## src/rtl/enc_pkg.sv

```systemverilog
// Shared decode-mode encodings, error counter width and the quadrature Gray
// forward-successor helper for the encoder front end.
package enc_pkg;

  typedef enum logic [1:0] {
    ENC_X1     = 2'b00,
    ENC_X2     = 2'b01,
    ENC_X4     = 2'b10,
    ENC_X4_ALT = 2'b11
  } enc_mode_e;

  localparam int unsigned ERR_CNT_W = 8;

  // Forward order on {A,B}: 00 -> 10 -> 11 -> 01 -> 00
  function automatic logic [1:0] gray_fwd_next(input logic [1:0] s);
    logic [1:0] n;
    case (s)
      2'b00:   n = 2'b10;
      2'b10:   n = 2'b11;
      2'b11:   n = 2'b01;
      default: n = 2'b00;
    endcase
    return n;
  endfunction

endpackage

```

## src/rtl/enc_glitch_filter.sv

```systemverilog
// Two-flop synchronizer followed by a stability filter: the filtered output
// follows the synchronized input only after FILT_LEN consecutive differing cycles.
module enc_glitch_filter #(
  parameter int unsigned FILT_LEN = 4
) (
  input  logic clk48mhz,
  input  logic rstn,
  input  logic din,
  output logic sync_o,
  output logic filt_o
);

  logic       sync1_q;
  logic       sync2_q;
  logic [7:0] cnt_q, cnt_d;
  logic       filt_q, filt_d;

  always_comb begin
    cnt_d  = '0;
    filt_d = filt_q;
    if (sync2_q != filt_q) begin
      if (cnt_q == 8'(FILT_LEN - 1)) begin
        filt_d = sync2_q;
      end else begin
        cnt_d = cnt_q + 8'd1;
      end
    end
  end

  // Synchronizer runs through reset so the filter can preload a settled value.
  always_ff @(posedge clk48mhz) begin
    sync1_q <= din;
    sync2_q <= sync1_q;
    if (!rstn) begin
      cnt_q  <= '0;
      filt_q <= sync2_q;
    end else begin
      cnt_q  <= cnt_d;
      filt_q <= filt_d;
    end
  end

  assign sync_o = sync2_q;
  assign filt_o = filt_q;

endmodule

```

## src/rtl/enc_quad_decoder.sv

```systemverilog
// Quadrature encoder front end: x1/x2/x4 decode, step pulses, position and
// phase-error monitor. Optional Z index path enabled by defining ENC_INDEX_EN.
module enc_quad_decoder
  import enc_pkg::*;
#(
  parameter int unsigned FILT_LEN = 4,
  parameter int unsigned POS_W    = 32
) (
  input  logic                 clk48mhz,
  input  logic                 rstn,
  input  logic                 enc_a,
  input  logic                 enc_b,
  input  logic [1:0]           decode_mode,
  input  logic                 invert_dir,
  input  logic                 clear_pos,
  input  logic                 error_clear,
  output logic                 count_enable_x,
  output logic                 count_rev,
  output logic                 count_dir,
  output logic [POS_W-1:0]     position,
  output logic                 phase_error,
  output logic [ERR_CNT_W-1:0] err_count
`ifdef ENC_INDEX_EN
  ,
  input  logic                 enc_z,
  input  logic                 index_arm,
  output logic                 index_seen
`endif
);

  logic a_sync, a_filt, b_sync, b_filt;

  enc_glitch_filter #(.FILT_LEN(FILT_LEN)) u_filt_a (
    .clk48mhz(clk48mhz), .rstn(rstn), .din(enc_a), .sync_o(a_sync), .filt_o(a_filt)
  );
  enc_glitch_filter #(.FILT_LEN(FILT_LEN)) u_filt_b (
    .clk48mhz(clk48mhz), .rstn(rstn), .din(enc_b), .sync_o(b_sync), .filt_o(b_filt)
  );

  logic [1:0]           prev_q;
  logic [1:0]           cur, diff;
  logic                 step_valid, illegal, fwd_raw, qual, fwd, rev, pos_clr;
  logic                 count_enable_x_q, count_enable_x_d;
  logic                 count_rev_q, count_rev_d;
  logic                 count_dir_q, count_dir_d;
  logic [POS_W-1:0]     position_q, position_d;
  logic                 phase_error_q, phase_error_d;
  logic [ERR_CNT_W-1:0] err_count_q, err_count_d;
  logic                 index_evt;

`ifdef ENC_INDEX_EN
  logic z_sync, z_filt;
  logic z_prev_q;
  logic index_fired_q, index_fired_d;
  logic index_seen_q;

  enc_glitch_filter #(.FILT_LEN(FILT_LEN)) u_filt_z (
    .clk48mhz(clk48mhz), .rstn(rstn), .din(enc_z), .sync_o(z_sync), .filt_o(z_filt)
  );

  always_comb begin
    index_evt     = index_arm && !index_fired_q && z_filt && !z_prev_q;
    index_fired_d = index_arm && (index_fired_q || index_evt);
  end

  always_ff @(posedge clk48mhz) begin
    if (!rstn) begin
      z_prev_q      <= z_sync;
      index_fired_q <= 1'b0;
      index_seen_q  <= 1'b0;
    end else begin
      z_prev_q      <= z_filt;
      index_fired_q <= index_fired_d;
      index_seen_q  <= index_evt;
    end
  end

  assign index_seen = index_seen_q;
`else
  assign index_evt = 1'b0;
`endif

  always_comb begin
    cur        = {a_filt, b_filt};
    diff       = cur ^ prev_q;
    step_valid = (diff == 2'b01) || (diff == 2'b10);
    illegal    = (diff == 2'b11);
    fwd_raw    = step_valid && (cur == gray_fwd_next(prev_q));

    case (enc_mode_e'(decode_mode))
      ENC_X1:  qual = ((prev_q == 2'b00) && (cur == 2'b10)) ||
                      ((prev_q == 2'b10) && (cur == 2'b00));
      ENC_X2:  qual = step_valid && diff[1];
      default: qual = step_valid;
    endcase

    // Direction swap applies after qualification so x1 keeps its 00<->10 edge.
    fwd     = qual && (fwd_raw ^ invert_dir);
    rev     = qual && !(fwd_raw ^ invert_dir);
    pos_clr = clear_pos || index_evt;

    count_enable_x_d = fwd;
    count_rev_d      = rev;
    count_dir_d      = count_dir_q;
    if (fwd) count_dir_d = 1'b1;
    if (rev) count_dir_d = 1'b0;

    position_d = position_q;
    if (pos_clr)  position_d = '0;
    else if (fwd) position_d = position_q + POS_W'(1);
    else if (rev) position_d = position_q - POS_W'(1);

    phase_error_d = phase_error_q;
    err_count_d   = err_count_q;
    if (illegal) begin
      phase_error_d = 1'b1;
      if (error_clear)            err_count_d = ERR_CNT_W'(1);
      else if (err_count_q != '1) err_count_d = err_count_q + ERR_CNT_W'(1);
    end else if (error_clear) begin
      phase_error_d = 1'b0;
      err_count_d   = '0;
    end
  end

  always_ff @(posedge clk48mhz) begin
    if (!rstn) begin
      prev_q           <= {a_sync, b_sync};
      count_enable_x_q <= 1'b0;
      count_rev_q      <= 1'b0;
      count_dir_q      <= 1'b0;
      position_q       <= '0;
      phase_error_q    <= 1'b0;
      err_count_q      <= '0;
    end else begin
      prev_q           <= cur;
      count_enable_x_q <= count_enable_x_d;
      count_rev_q      <= count_rev_d;
      count_dir_q      <= count_dir_d;
      position_q       <= position_d;
      phase_error_q    <= phase_error_d;
      err_count_q      <= err_count_d;
    end
  end

  assign count_enable_x = count_enable_x_q;
  assign count_rev      = count_rev_q;
  assign count_dir      = count_dir_q;
  assign position       = position_q;
  assign phase_error    = phase_error_q;
  assign err_count      = err_count_q;

endmodule

```

## config.mk

```make
export PLATFORM = sky130hd
export DESIGN_NAME = enc_quad_decoder
export DESIGN_NICKNAME = d
export VERILOG_FILES = /design/src/rtl/enc_pkg.sv /design/src/rtl/enc_glitch_filter.sv /design/src/rtl/enc_quad_decoder.sv
export SDC_FILE = /design/constraint.sdc
export NUM_CORES = 1
export LEC_CHECK = 0
export CORE_UTILIZATION = 30
export CTS_CLUSTER_SIZE = 16
export DETAILED_ROUTE_END_ITERATION = 16
export RECOVER_POWER = 25
export SYNTH_ARGS = -nofsm -noshare
export SYNTH_HDL_FRONTEND = slang
export SYNTH_SLANG_ARGS = --single-unit
```

## constraint.sdc

```tcl
create_clock -name clk48mhz -period 5.9 [get_ports clk48mhz]
set_input_delay 1.18 -clock clk48mhz [delete_from_list [all_inputs] [get_ports clk48mhz]]
set_output_delay 1.18 -clock clk48mhz [all_outputs]
set_load 0.05 [all_outputs]
```

# Word level (Yosys, flattened, before mapping)
# Cells that the tools add are included.
[classes]
n_addsub = 5
eq_ne = 17
mux = 17
bitwise_logic = 5
reduce_logical = 22
[ops]
columns = ["cell", "n"]
rows = [
  ["2-to-1 mux 32 bit", 2],
  ["adder 32 x 1 -> 32 bit, second input constant", 1],
  ["2-to-1 mux 8 bit", 4],
  ["subtractor 32 x 1 -> 32 bit, second input constant", 1],
  ["adder 8 x 1 -> 8 bit, second input constant", 3],
  ["equality test 8 x 2 -> 1 bit, second input constant", 2],
  ["equality test 2 bit, second input constant", 5],
  ["2-to-1 mux 1 bit", 8],
  ["!= test 2 x 1 -> 1 bit, second input constant", 4],
  ["!= test 8 bit, second input constant", 1],
  ["logical AND 1 bit", 6],
  ["logical NOT 2 bit", 3],
  ["case mux 2 bit (3 select lines)", 1],
  ["AND reduction 2 bit", 3],
  ["nonzero test 2 bit", 3],
  ["OR reduction 3 bit", 2],
  ["equality test 2 x 1 -> 1 bit, second input constant", 2],
  ["OR reduction 2 bit", 2],
  ["NOT 1 bit", 3],
  ["equality test 2 bit", 1],
  ["logical OR 1 bit", 2],
  ["2-to-1 mux 2 bit", 1],
  ["!= test 1 bit", 2],
  ["case mux 1 bit (2 select lines)", 1],
  ["3 further kinds", 3],
]
[totals]
reg_bits = 68
inputBits = 9
output_inout_bits = 44
wordCells = 81

# Depth between registers and ports, before layout
# Gate-level depths: netlist (run 1).
[logic_depth]
word_depth = 9
depth_mapped = 17
ltp_nobuf = 17

# Modules after synthesis
# A second synthesis (run 1) with hierarchy kept.
[hier_totals]
hier_cells = 538
area_unflattened_um2 = 4403.0
[modules_own_cells]
columns = ["mod", "n_inst", "cells_per_inst", "area_per_inst_um2", "seq_area_each_um2"]
rows = [
  ["enc_quad_decoder", 1, 456, 3524.6, 920.9],
  ["enc_glitch_filter", 2, 41, 439.2, 230.2],
]

# Worst setup path before layout (run 1)
# OpenSTA, ideal clock, no wires.
[synth_timing]
path_type = "input -> register"
startpoint = "input decode_mode[0]"
endpoint = "register position_q[29] (netlist: position[29])"
setup_ps = 120
arrival_time_ps = 4392
required_time_ps = 5780
setup_slack_ps = 1388
path_stages = 14
path_buffers = 0
path_cell_list = "nor3_1 > a22o_1 > mux2_2 > nand2b_1 > ha_1 > a211oi_2 > nor2_1 > o41a_1 > a211o_1 > nand2_2 > o31ai_4 > a31oi_2 > nor4_1 > a211o_1"
[synth_between]
elab_chain_cells = 4
elab_cells_between_ends = 7
cone_classes = "eq/ne: 1; mux: 2; reduce/logical: 4"
[synth_rtl]
columns = ["element", "line", "rtl"]
rows = [
  ["start, declared", "enc_quad_decoder.sv:13", "input logic [1:0] decode_mode,"],
  ["equality test 2 x 1 -> 1 bit or logical NOT 2 bit (tied branches)", "enc_quad_decoder.sv:90", "case (enc_mode_e'(decode_mode))"],
  ["case mux 1 bit (2 select lines) (*)", "enc_quad_decoder.sv:90", ""],
  ["logical AND 1 bit (on tied branches)", "enc_quad_decoder.sv:98, enc_quad_decoder.sv:99", ""],
  ["2-to-1 mux 32 bit or nonzero test 2 bit (tied branches)", "n/a", ""],
  ["end signal, assigned", "enc_quad_decoder.sv:139", "position_q <= position_d;"],
  ["end, declared", "enc_quad_decoder.sv:46", "logic [POS_W-1:0] position_q, position_d;"],
]
# Mark *: on every way between the ends. The rest lies on a longest branch, timed or not.
# A chain may end at the register's enable or synchronous reset.

# Worst setup path in the final report (run 1)
[layout_timing]
startpoint = "input decode_mode[0]"
endpoint = "register position_q[30] (netlist: position[30])"
[layout_between]
elab_chain_cells = 4
elab_cells_between_ends = 7
cone_classes = "eq/ne: 1; mux: 2; reduce/logical: 4"
[layout_rtl]
columns = ["element", "line", "rtl"]
rows = [
  ["equality test 2 x 1 -> 1 bit or logical NOT 2 bit (tied branches)", "enc_quad_decoder.sv:90", ""],
  ["case mux 1 bit (2 select lines) (*)", "enc_quad_decoder.sv:90", ""],
  ["logical AND 1 bit (*)", "enc_quad_decoder.sv:98", "fwd = qual && (fwd_raw ^ invert_dir);"],
  ["via count_enable_x_d", "enc_quad_decoder.sv:43", "logic count_enable_x_q, count_enable_x_d;"],
  ["2-to-1 mux 32 bit or nonzero test 2 bit (tied branches)", "n/a", ""],
]
# Mark *: on every way through the listed nets, which the timed path passes. The rest lies on a longest branch.

==> metrics.md, run 1 <==
| Metric | Value |
|---|---|
| Hold Crit Class | flip-flop to flip-flop |
| Routed length per instance | 13.37 um |
| Max VDD drop | between 0.00015 and 0.0002 V |
| Total clock sinks | 68 |
| Cell row count | 42 |
| Power Total | 2.257 mW |
| Max incr delay on CP | 510 ps |
| Worst skew pair latency | around 340 ps |
| Reg-to-Reg Start | u_filt_b.filt_o$_DFFE_PP_ |
| PwrDens | approximately 430 nW/um^2 |
| Vias/cell | 5.101 |
| Hold path cells | 0 |
| FF+latch count, synth | 68 |
| CTS max path bufs | 2 |
| Synthesized area per cell | just over 8 um^2 |
| Share of the synthesized area in the top cell type | 0.3152 |
| Synthesized instance count | a little over 500 |
| Post-route setup TNS | 0 ps |
| First-pass GRT wire length | 17.13 mm |
| Dominant cells by area after synthesis | dfxtp_1 32%, ha_1 10%, a21oi_1 6.1%, nand2_1 6.1%, xor2_1 6.1% |
| Max-cap violation count | 0 |
| Crit path DAT | 5160 ps |
| Crit Path Category | input port to flip-flop |
| Most common cell in the netlist | nand2_1 |
| CTS resizes | 0 |
| Core area | between 10000 and 15000 um^2 |
| Setup Buffers After CTS | 0 |
| Antenna violations before repair | 0 |
| Vias in the first global route | between 3000 and 4000 |
| Final Wtd Congestion | ~0.83 |
| Final nets | 617 |
| Yosys warns | 0 |
| Post-route ant nets | 0 |
| RSZ-0062 raised after global routing | false |
| R2r setup slk | 1350 ps |
| Post-synth top flop | dfxtp_1 |
| Startpoint class of the critical path | input port |
| Synthesized net count | 564 |
| Die width | 120.2 um |
| Slowest-stage cell, CP | mux2_2 |
| Share of cells above drive strength 1 | 0.05546 |
| WP data required | 6130 ps |
| TritonCTS Buffers | 9 |
| Slew Viols, Final | 0 |
| Routed WL | 10.07 mm |
| Clock slew at reported path FFs | 60 ps |
| Area Overhead vs Synth | 25.02% |
| Die Height | 120.2 um |
| P_leak | 2.174 nW |
| Post-synthesis sequential area ratio | 0.3296 |
| DRT Pass-1 Iters | 4 |
| Final setup vio count | 0 |
| Hold Buf Count CTS | 0 |
| Cell mode on critical path | o21ai_1 |
| Hold Vio Cnt, Final | 0 |
| Grt ovf | 0 |
| EDFF count, synth | 2 |
| Worst r2r dst | position[30]$_SDFFE_PP0P_ |
| Synth cell types | 54 |
| Worst-path fanout max | 31 |
| Hold Crit Endpoint | u_filt_a.sync_o$_DFF_P_ |
| CTS root buf | clkbuf_16 |
| Final Skew | about 5.9 ps |
| Detail Placement HPWL | 7.268 mm |
| # IOs | 53 |
| Total GRT Usage | 0.1489 |
| Largest net degree at the start of global routing | 37 |
| Post-synth top cells | 68 x nand2_1, 66 x dfxtp_1, 51 x a21oi_1, 46 x nor2_1, 35 x ha_1 |
| Worst-margin pin slew | 1091 ps |
| Die area | roughly 14000 um^2 |
| Final worst path period need | 4935 ps |
| Via count | around 3800 |
| PortBufs | 52 |
| Fmax | 0.2026 GHz |
| H-tree Lvls | 3 |
| Area leader, netlist | dfxtp_1 |
| Initial DRC Count | 139 |
| Ys async rst share | 0 |
| Worst setup EP type | flip-flop |
| Syn Std Cell Area | about 4200 um^2 |
| Hold path start | u_filt_a.sync1_q$_DFF_P_ |
| Critical-path cell list | clkdlybuf4s50_1 -> nor3_1 -> a22o_1 -> mux2_2 -> nand2b_1 -> buf_4 -> inv_2 -> fa_1 -> and2b_1 -> o2111ai_1 -> a21oi_1 -> o21ai_1 -> o21ai_1 -> a21oi_1 -> o21ai_1 -> nor2_1 -> a211o_1 |
| Slew headroom | 0.2573 |
| CTS tree | built |
| DR DRC count | 0 |
| Period utilisation layout | 0.8364 |
| Starting Density | 0.3116 |
| FF-to-FF path depth | 18 |
| Antenna fix cells | 0 |
| Status | complete, no violations |
## flip-flops by register name, summed over array words and instances (netlist names)
signal	flops
count_dir	1
u_filt_a.filt_o	1
prev_q	2
count_rev	1
u_filt_a.cnt_q	8
position	32
u_filt_b.filt_o	1
phase_error	1
u_filt_a.sync1_q	1
count_enable_x	1
u_filt_b.sync_o	1
u_filt_b.sync1_q	1
u_filt_b.cnt_q	8
u_filt_a.sync_o	1
err_count	8
## placed cells by master (no fill, tap or decap), types with 16 or more instances in the layout
| cell | instances |
|---|---|
| dfxtp_1 | 66 |
| nand3_1 | 30 |
| ha_1 | 35 |
| nor2_1 | 46 |
| xor2_1 | 29 |
| nand2_1 | 68 |
| clkdlybuf4s50_1 | 49 |
| a21o_1 | 16 |
| xnor2_1 | 16 |
| a21oi_1 | 51 |
| o21ai_1 | 17 |
## critical path: cells and delay by family
| family | cells | cell delay [ps] |
|---|---|---|
| compound gates | 8 | 1670 |
| buf+inv | 3 | 830 |
| simple gates | 4 | 580 |
| mux | 1 | 510 |
| fa+ha+maj | 1 | 380 |
## cell type report
class | instances | area, um^2
Multi-Input combinational cell | 426 | 2723
Fill cell | 1402 | 8213
Timing Repair Buffer | 56 | 550.5
Tap cell | 176 | 220.2
Sequential cell | 68 | 1381
Inverter | 11 | 41.29
Clock inverter | 7 | 98.84
Clock buffer | 9 | 225.2
## kinds of logic (layout without fill, tap and decap cells)
logic type / Yosys count / count (layout) / share of synthesized area
flip-flops: 68 / 68 / 0.3296
AO/OA/AOI/OAI: 132 / 132 / 0.1955
multiplexers: 5 / 5 / 0.01373
buffers and inverters: 25 / 83 / 0.02298
adder cells (fa/ha/maj): 36 / 36 / 0.1093
XOR/XNOR: 45 / 45 / 0.09403
AND/OR/NAND/NOR: 208 / 208 / 0.2349
## report_power, final
| group | switching [mW] | internal [mW] |
|---|---|---|
| registers | 0.0420 | 0.506 |
| clock network | 0.217 | 0.372 |
| logic | 0.681 | 0.439 |
## worst max-delay path by stage
stage,endpoint,from,slack (ps)
after floorplan,position[29]$_SDFFE_PP0P_,decode_mode[0],1390
after global placement,position[30]$_SDFFE_PP0P_,decode_mode[0],690
after detailed placement,position[30]$_SDFFE_PP0P_,decode_mode[0],590
after CTS,position[30]$_SDFFE_PP0P_,decode_mode[0],940
after global routing,position[30]$_SDFFE_PP0P_,decode_mode[0],590
final,position[30]$_SDFFE_PP0P_,decode_mode[0],970
## per-stage QoR
step | setup WS (ps) | hold slack, ps | instances | utilization | instance area, um^2
6_report | 965.1 | 325.6 | 753 | 0.3895 | 5240
5_1_grt | 590.9 | 350.5 | 753 | 0.3895 | 5240
4_1_cts | 938.4 | 326.7 | 753 | 0.3895 | 5240
3_5_place_dp | 586.8 | 312.1 | 737 | 0.3654 | 4916
3_3_place_gp | 688.2 | 310.7 | 737 | 0.3654 | 4916
2_1_floorplan | 1388 | 309.6 | 519 | - | 4192
## routing by layer
layer  global-route usage  share of wire  up-vias
met3              0.03396          0.038       16
met4              0.07031          0.023        0
met1               0.1852           0.48     1773
li1                     -              -     1981
met2               0.2428           0.46       71
met5                    0              0        -
(Power assumes the default switching activity.)
==> inputs of run 2 (changes only) <==
==> constraint.sdc (replaced) <==
create_clock -name clk48mhz -period 4.03 [get_ports clk48mhz]
set_input_delay 0.806 -clock clk48mhz [delete_from_list [all_inputs] [get_ports clk48mhz]]
set_output_delay 0.806 -clock clk48mhz [all_outputs]
set_load 0.05 [all_outputs]
==> metrics.md, run 2 (synthesized netlist as in run 1, its figures left out) <==
| Metric | Value |
|---|---|
| Status | complete, no violations (unchanged) |
| Worst r2r dst | position[29]$_SDFFE_PP0P_ (was position[30]$_SDFFE_PP0P_) |
| Commonest non-fill, non-tap cells in the layout | 81 x buf_4, 68 x nand2_1, 66 x dfxtp_1, 49 x a21oi_1, 49 x clkdlybuf4s50_1 (was 68 x nand2_1, 66 x dfxtp_1, 51 x a21oi_1, 49 x clkdlybuf4s50_1, 46 x nor2_1) |
| Post-route ant nets | 0 (unchanged) |
| Cell row count | 42 (unchanged) |
| Reg-to-Reg Start | u_filt_a.filt_o$_DFFE_PP_ (was u_filt_b.filt_o$_DFFE_PP_) |
| Detail Placement HPWL | 8.323 mm (was 7.268 mm) |
| R2r setup slk | 230 ps (was 1350 ps) |
| Startpoint class of the critical path | input port (unchanged) |
| Layout fillers | 1352 (was 1402) |
| Worst skew pair latency | 350 ps (was 340 ps) |
| Die Height | 120.2 um (unchanged) |
| CTS max path bufs | 2 (unchanged) |
| Area Overhead vs Synth | 40.30% (was 25.02%) |
| Hold Crit Class | flip-flop to flip-flop (unchanged) |
| Max reg flops | 32 (unchanged) |
| H-tree Lvls | 3 (unchanged) |
| Most common cell after layout, fill and taps aside | buf_4 (was nand2_1) |
| Final worst path period need | just under 4000 ps |
| P_leak | 2.564 nW (was 2.174 nW) |
| Crit path DAT | 4120 ps (was 5160 ps) |
| WP data required | 4260 ps (was 6130 ps) |
| Crit Path Category | input port to flip-flop (unchanged) |
| Hold Buf Count CTS | 0 (unchanged) |
| Die area | 14450 um^2 (unchanged) |
| PwrDens | 633.4 nW/um^2 (was 430.6 nW/um^2) |
| Share of cells above drive strength 1 | 0.1725 (was 0.05546) |
| Antenna violations before repair | 0 (unchanged) |
| Slew headroom | 0.4225 (was 0.2573) |
| Final setup vio count | 0 (unchanged) |
| Max VDD drop | 0.0002682 V (was 0.0001752 V) |
| Final Skew | 10.15 ps (was 5.865 ps) |
| Period utilisation layout | 0.9663 |
| Final nets | 696 (was 617) |
| Hold Crit Endpoint | u_filt_a.sync_o$_DFF_P_ (unchanged) |
| Die width | 120.2 um (unchanged) |
| Vias/cell | 4.948 (was 5.101) |
| Hold path start | u_filt_a.sync1_q$_DFF_P_ (unchanged) |
| Antenna fix cells | 0 (unchanged) |
| Hold Slack | 324.7 ps (was 325.6 ps) |
| CTS root buf | clkbuf_16 (unchanged) |
| Total clock sinks | 68 (unchanged) |
| Final Wtd Congestion | 0.9239 (was 0.8293) |
| Hold path cells | 0 (unchanged) |
| TritonCTS Buffers | 9 (unchanged) |
| Grt ovf | 0 (unchanged) |
| Via count | 4112 (was 3841) |
| Core area | 13450 um^2 (unchanged) |
| Routed WL | 11.10 mm (was 10.07 mm) |
| Largest net degree at the start of global routing | 31 (was 37) |
| Starting Density | 0.3116 (unchanged) |
| Worst-path fanout max | 11 (was 31) |
| First-pass GRT wire length | 18.53 mm (was 17.13 mm) |
| Post-route setup TNS | 0 ps (unchanged) |
| DR DRC count | 0 (unchanged) |
| Fmax | between 0.2 and 0.3 GHz |
| Clock slew at reported path FFs | 50 ps (was 60 ps) |
| DRT Pass-1 Iters | 4 (unchanged) |
| Routed length per instance | 13.36 um (was 13.37 um) |
| Worst-margin pin slew | 848.2 ps (was 1091 ps) |
| CTS tree | built (unchanged) |
| Worst setup EP type | flip-flop (unchanged) |
| Vias in the first global route | 3980 (was 3677) |
| Hold Vio Cnt, Final | 0 (unchanged) |
| FF-to-FF path depth | 16 (was 18) |
| Initial DRC Count | 165 (was 139) |
| Total GRT Usage | 0.1625 (was 0.1489) |
| Slew Viols, Final | 0 (unchanged) |
| # IOs | 53 (unchanged) |
| Max-cap violation count | 0 (unchanged) |
| PortBufs | 52 (unchanged) |
## run 2: timing repair
| action | in CTS | in global routing |
|---|---|---|
| setup buffers | 0 | 3 |
| setup endpoints to repair | 2 | 13 |
| gates resized for setup | 1 | 6 |
| cloned | 0 | 0 |
## run 2: report_power, final
group | internal, mW | leakage [nW] | switching (mW) | total, mW
logic | 0.946 | 1.85 | 1.11 | 2.05
registers | 0.741 | 0.557 | 0.0607 | 0.802
clock network | 0.573 | 0.156 | 0.298 | 0.870
## run 2: cell type report
class	count	area (um^2)	area share
Multi-Input combinational cell	426	2749	0.4674
Clock inverter	2	60.06	0.01021
Sequential cell	68	1381	0.2349
Tap cell	176	220.2	0.03745
Timing Repair Buffer	135	1169	0.1987
Clock buffer	13	260.3	0.04426
Inverter	11	41.29	0.007021
## run 2: worst max path at each step
stage | start | end
2_1_floorplan | u_filt_b.filt_o$_DFFE_PP_ | position[29]$_SDFFE_PP0P_
3_3_place_gp | decode_mode[0] | position[30]$_SDFFE_PP0P_
3_5_place_dp | decode_mode[0] | position[30]$_SDFFE_PP0P_
4_1_cts | decode_mode[0] | position[30]$_SDFFE_PP0P_
5_1_grt | decode_mode[0] | position[30]$_SDFFE_PP0P_
6_report | decode_mode[0] | position[29]$_SDFFE_PP0P_
## run 2: stage by stage
step	total power, mW	cells	utilization	instance area [um^2]	worst slack (ps)
6_report	3.725	831	0.4371	5881	135.6
4_1_cts	3.715	828	0.4331	5827	27.44
5_1_grt	3.991	831	0.4371	5881	-31.21
3_3_place_gp	2.802	813	0.4089	5502	-286.0
3_5_place_dp	2.823	813	0.4089	5502	-435.1
2_1_floorplan	2.082	519	-	4194	171.8
## run 2: worst max-delay path, cell delays in order
cell and delay [ps]:
clkdlybuf4s50_1 490, nor3_1 60, a22o_1 220, mux2_2 300, nand2b_4 120, buf_12 140
ha_1 250, a211oi_2 230, nor2_1 90, o41a_1 340, a211o_1 280, nand2_2 110
o31ai_4 80, a31oi_2 220, nor4_1 70, a211o_1 290
## run 2: metal layers
metal  global-route usage  routed length, um
met2               0.2662               5103
met4              0.07734                234
met5                    0                  0
met1               0.2018               5399
met3              0.03538                361
==> inputs of run 3 (changes only) <==
--- a/config.mk
+++ b/config.mk
@@ -5,6 +5,7 @@
 export SDC_FILE = /design/constraint.sdc
 export NUM_CORES = 1
 export LEC_CHECK = 0
+export CORE_MARGIN = 10
 export CORE_UTILIZATION = 30
 export CTS_CLUSTER_SIZE = 16
 export DETAILED_ROUTE_END_ITERATION = 16
==> metrics.md, run 3 (synthesized netlist as in run 1, its figures left out) <==
| Metric | Value |
|---|---|
| Final non-filler cell area | 5846 um^2 (was 5881 um^2) |
| PwrDens | 638.2 nW/um^2 (was 633.4 nW/um^2) |
| Antenna violations before repair | 0 (unchanged) |
| Die Height | 138.2 um (was 120.2 um) |
| Final Wtd Congestion | 0.8908 (was 0.9239) |
| Core area | 13770 um^2 (was 13450 um^2) |
| Total clock sinks | 68 (unchanged) |
| Status | complete, no violations (unchanged) |
| Final worst path period need | 3950 ps (was 3894 ps) |
| Slew headroom | 0.4524 (was 0.4225) |
| Commonest non-fill, non-tap cells in the layout | 74 x buf_4, 68 x nand2_1, 66 x dfxtp_1, 50 x a21oi_1, 50 x clkdlybuf4s50_1 (was 81 x buf_4, 68 x nand2_1, 66 x dfxtp_1, 49 x a21oi_1, 49 x clkdlybuf4s50_1) |
| Placed insts | 807 (was 813) |
| Post-route ant nets | 0 (unchanged) |
| Worst skew pair latency | 340 ps (was 350 ps) |
| Via count | 4122 (was 4112) |
| Vias in the first global route | 4233 (was 3980) |
| Max-cap violation count | 0 (unchanged) |
| Largest net degree at the start of global routing | 31 (unchanged) |
| Grt ovf | 0 (unchanged) |
| RSZ-0062 raised after global routing | true |
| DRT Pass-1 Iters | 5 (was 4) |
| Antenna fix cells | 0 (unchanged) |
| Worst-margin pin slew | 821.5 ps (was 848.2 ps) |
| Die area | 19100 um^2 (was 14450 um^2) |
| CTS tree | built (unchanged) |
| Final Skew | 7.016 ps (was 10.15 ps) |
| DR DRC count | 0 (unchanged) |
| Final nets | 688 (was 696) |
| Routed WL | 11.77 mm (was 11.10 mm) |
| Fmax | 0.2531 GHz (was 0.2568 GHz) |
| Most common cell after layout, fill and taps aside | buf_4 (unchanged) |
| Worst-path fanout max | 6 (was 11) |
| Hold Crit Class | flip-flop to flip-flop (unchanged) |
| Hold path start | u_filt_a.sync1_q$_DFF_P_ (unchanged) |
| First-pass GRT wire length | 20.13 mm (was 18.53 mm) |
| Final core utilization | 0.4244 (was 0.4371) |
| Crit path DAT | 4180 ps (was 4120 ps) |
| Hold Buf Count CTS | 0 (unchanged) |
| Final setup vio count | 0 (unchanged) |
| P_leak | 2.532 nW (was 2.564 nW) |
| Worst Setup SP | decode_mode[0] (unchanged) |
| Power Total | 3.731 mW (was 3.725 mW) |
| Initial DRC Count | 220 (was 165) |
| CTS max path bufs | 2 (unchanged) |
| Layout fillers | 1400 (was 1352) |
| Vias/cell | 4.978 (was 4.948) |
| PortBufs | 52 (unchanged) |
| Total GRT Usage | 0.1226 (was 0.1625) |
| Startpoint class of the critical path | input port (unchanged) |
| Post-placement cell area | 5419 um^2 (was 5502 um^2) |
| Starting Density | 0.3043 (was 0.3116) |
| Slew Viols, Final | 0 (unchanged) |
| Routed length per instance | 14.22 um (was 13.36 um) |
| Fin cells | 828 (was 831) |
| WP data required | 4260 ps (about the same) |
| Max VDD drop | 0.0003133 V (was 0.0002682 V) |
| H-tree Lvls | 3 (unchanged) |
| Die width | 138.2 um (was 120.2 um) |
| Max reg flops | 32 (unchanged) |
| CTS root buf | clkbuf_16 (unchanged) |
| # IOs | 53 (unchanged) |
| Reg-to-Reg Start | prev_q[0]$_DFF_P_ (was u_filt_a.filt_o$_DFFE_PP_) |
| Worst setup EP type | flip-flop (unchanged) |
| Period utilisation layout | 0.9803 (was 0.9663) |
| Clock slew at reported path FFs | 60 ps (was 50 ps) |
| Final WS setup | 79.53 ps (was 135.6 ps) |
| Crit Path Category | input port to flip-flop (unchanged) |
| Cell row count | 43 (was 42) |
| Pre-CTS setup slack | -417.2 ps (was -435.1 ps) |
| Share of cells above drive strength 1 | 0.1713 (was 0.1725) |
| Detail Placement HPWL | 8.733 mm (was 8.323 mm) |
| TritonCTS Buffers | 9 (unchanged) |
| Area Overhead vs Synth | 39.46% (was 40.30%) |
| Hold Vio Cnt, Final | 0 (unchanged) |
run 3: changes by cell type in the layout (fill, tap and decap cells not counted), sizes merged:
cell           change
clkdlybuf4s50      +1
clkbuf             -3
bufinv             +1
nand2b             +1
clkinv             +3
buf                -9
dlygate4sd3        -1
run 3: critical path, stage by stage:
cell and delay [ps]:
clkdlybuf4s50_1 510, nor3_2 60, a22o_1 200, mux2_4 320, nand2b_4 140, buf_4 130, ha_1 250, a211oi_2 230
nor2_1 90, o41a_1 340, a211o_1 280, nand2_2 110, o31ai_4 90, a31oi_2 230, nor4_1 70, a211o_1 300
run 3: area by class of cell:
cell class / instances / area [um^2] / share of cell area
well taps: 180 / 225.2 / 0.03853
inverters: 11 / 41.29 / 0.007063
multi-input cells: 427 / 2780 / 0.4756
clock inverters: 6 / 112.6 / 0.01926
clock buffers: 10 / 229.0 / 0.03917
repair buffers: 126 / 1076 / 0.1841
flip-flops and latches: 68 / 1381 / 0.2363
run 3: power breakdown:
part / internal [mW] / total, mW / switching (mW) / leakage [nW]
logic: 0.899 / 2.02 / 1.12 / 1.81
clock network: 0.605 / 0.913 / 0.308 / 0.167
registers: 0.741 / 0.802 / 0.0610 / 0.557
run 3: final timing paths:
path                               end  slack (ps)  cells past startpoint
max reg2reg  position[29]$_SDFFE_PP0P_         160                     17
min reg2reg    u_filt_a.sync_o$_DFF_P_         330                      0
min            u_filt_a.sync_o$_DFF_P_         330                      0
max          position[29]$_SDFFE_PP0P_          80                     16
run 3: timing repair:
item                       in CTS  in global routing
pin swaps                       0                  5
gates cloned                    0                  1
buffers inserted                0                  4
gates resized for setup         1                 10
setup endpoints to repair       1                 13
run 3: per-layer routing:
layer  vias to the layer above  track usage  part of all wire
met3                        10      0.03493             0.047
met2                        79       0.2108              0.50
met1                      1924       0.1421              0.44
li1                       2109            -                 -
met4                         0      0.04218             0.013
met5                         -            0                 0
run 3: through the flow:
step	TNS, ps	hold WS [ps]
after detailed placement	-4081	312.1
after global routing	-244.9	336.0
final	0	326.3
after CTS	0	325.9
after global placement	-2819	311.7
after floorplan	0	309.6
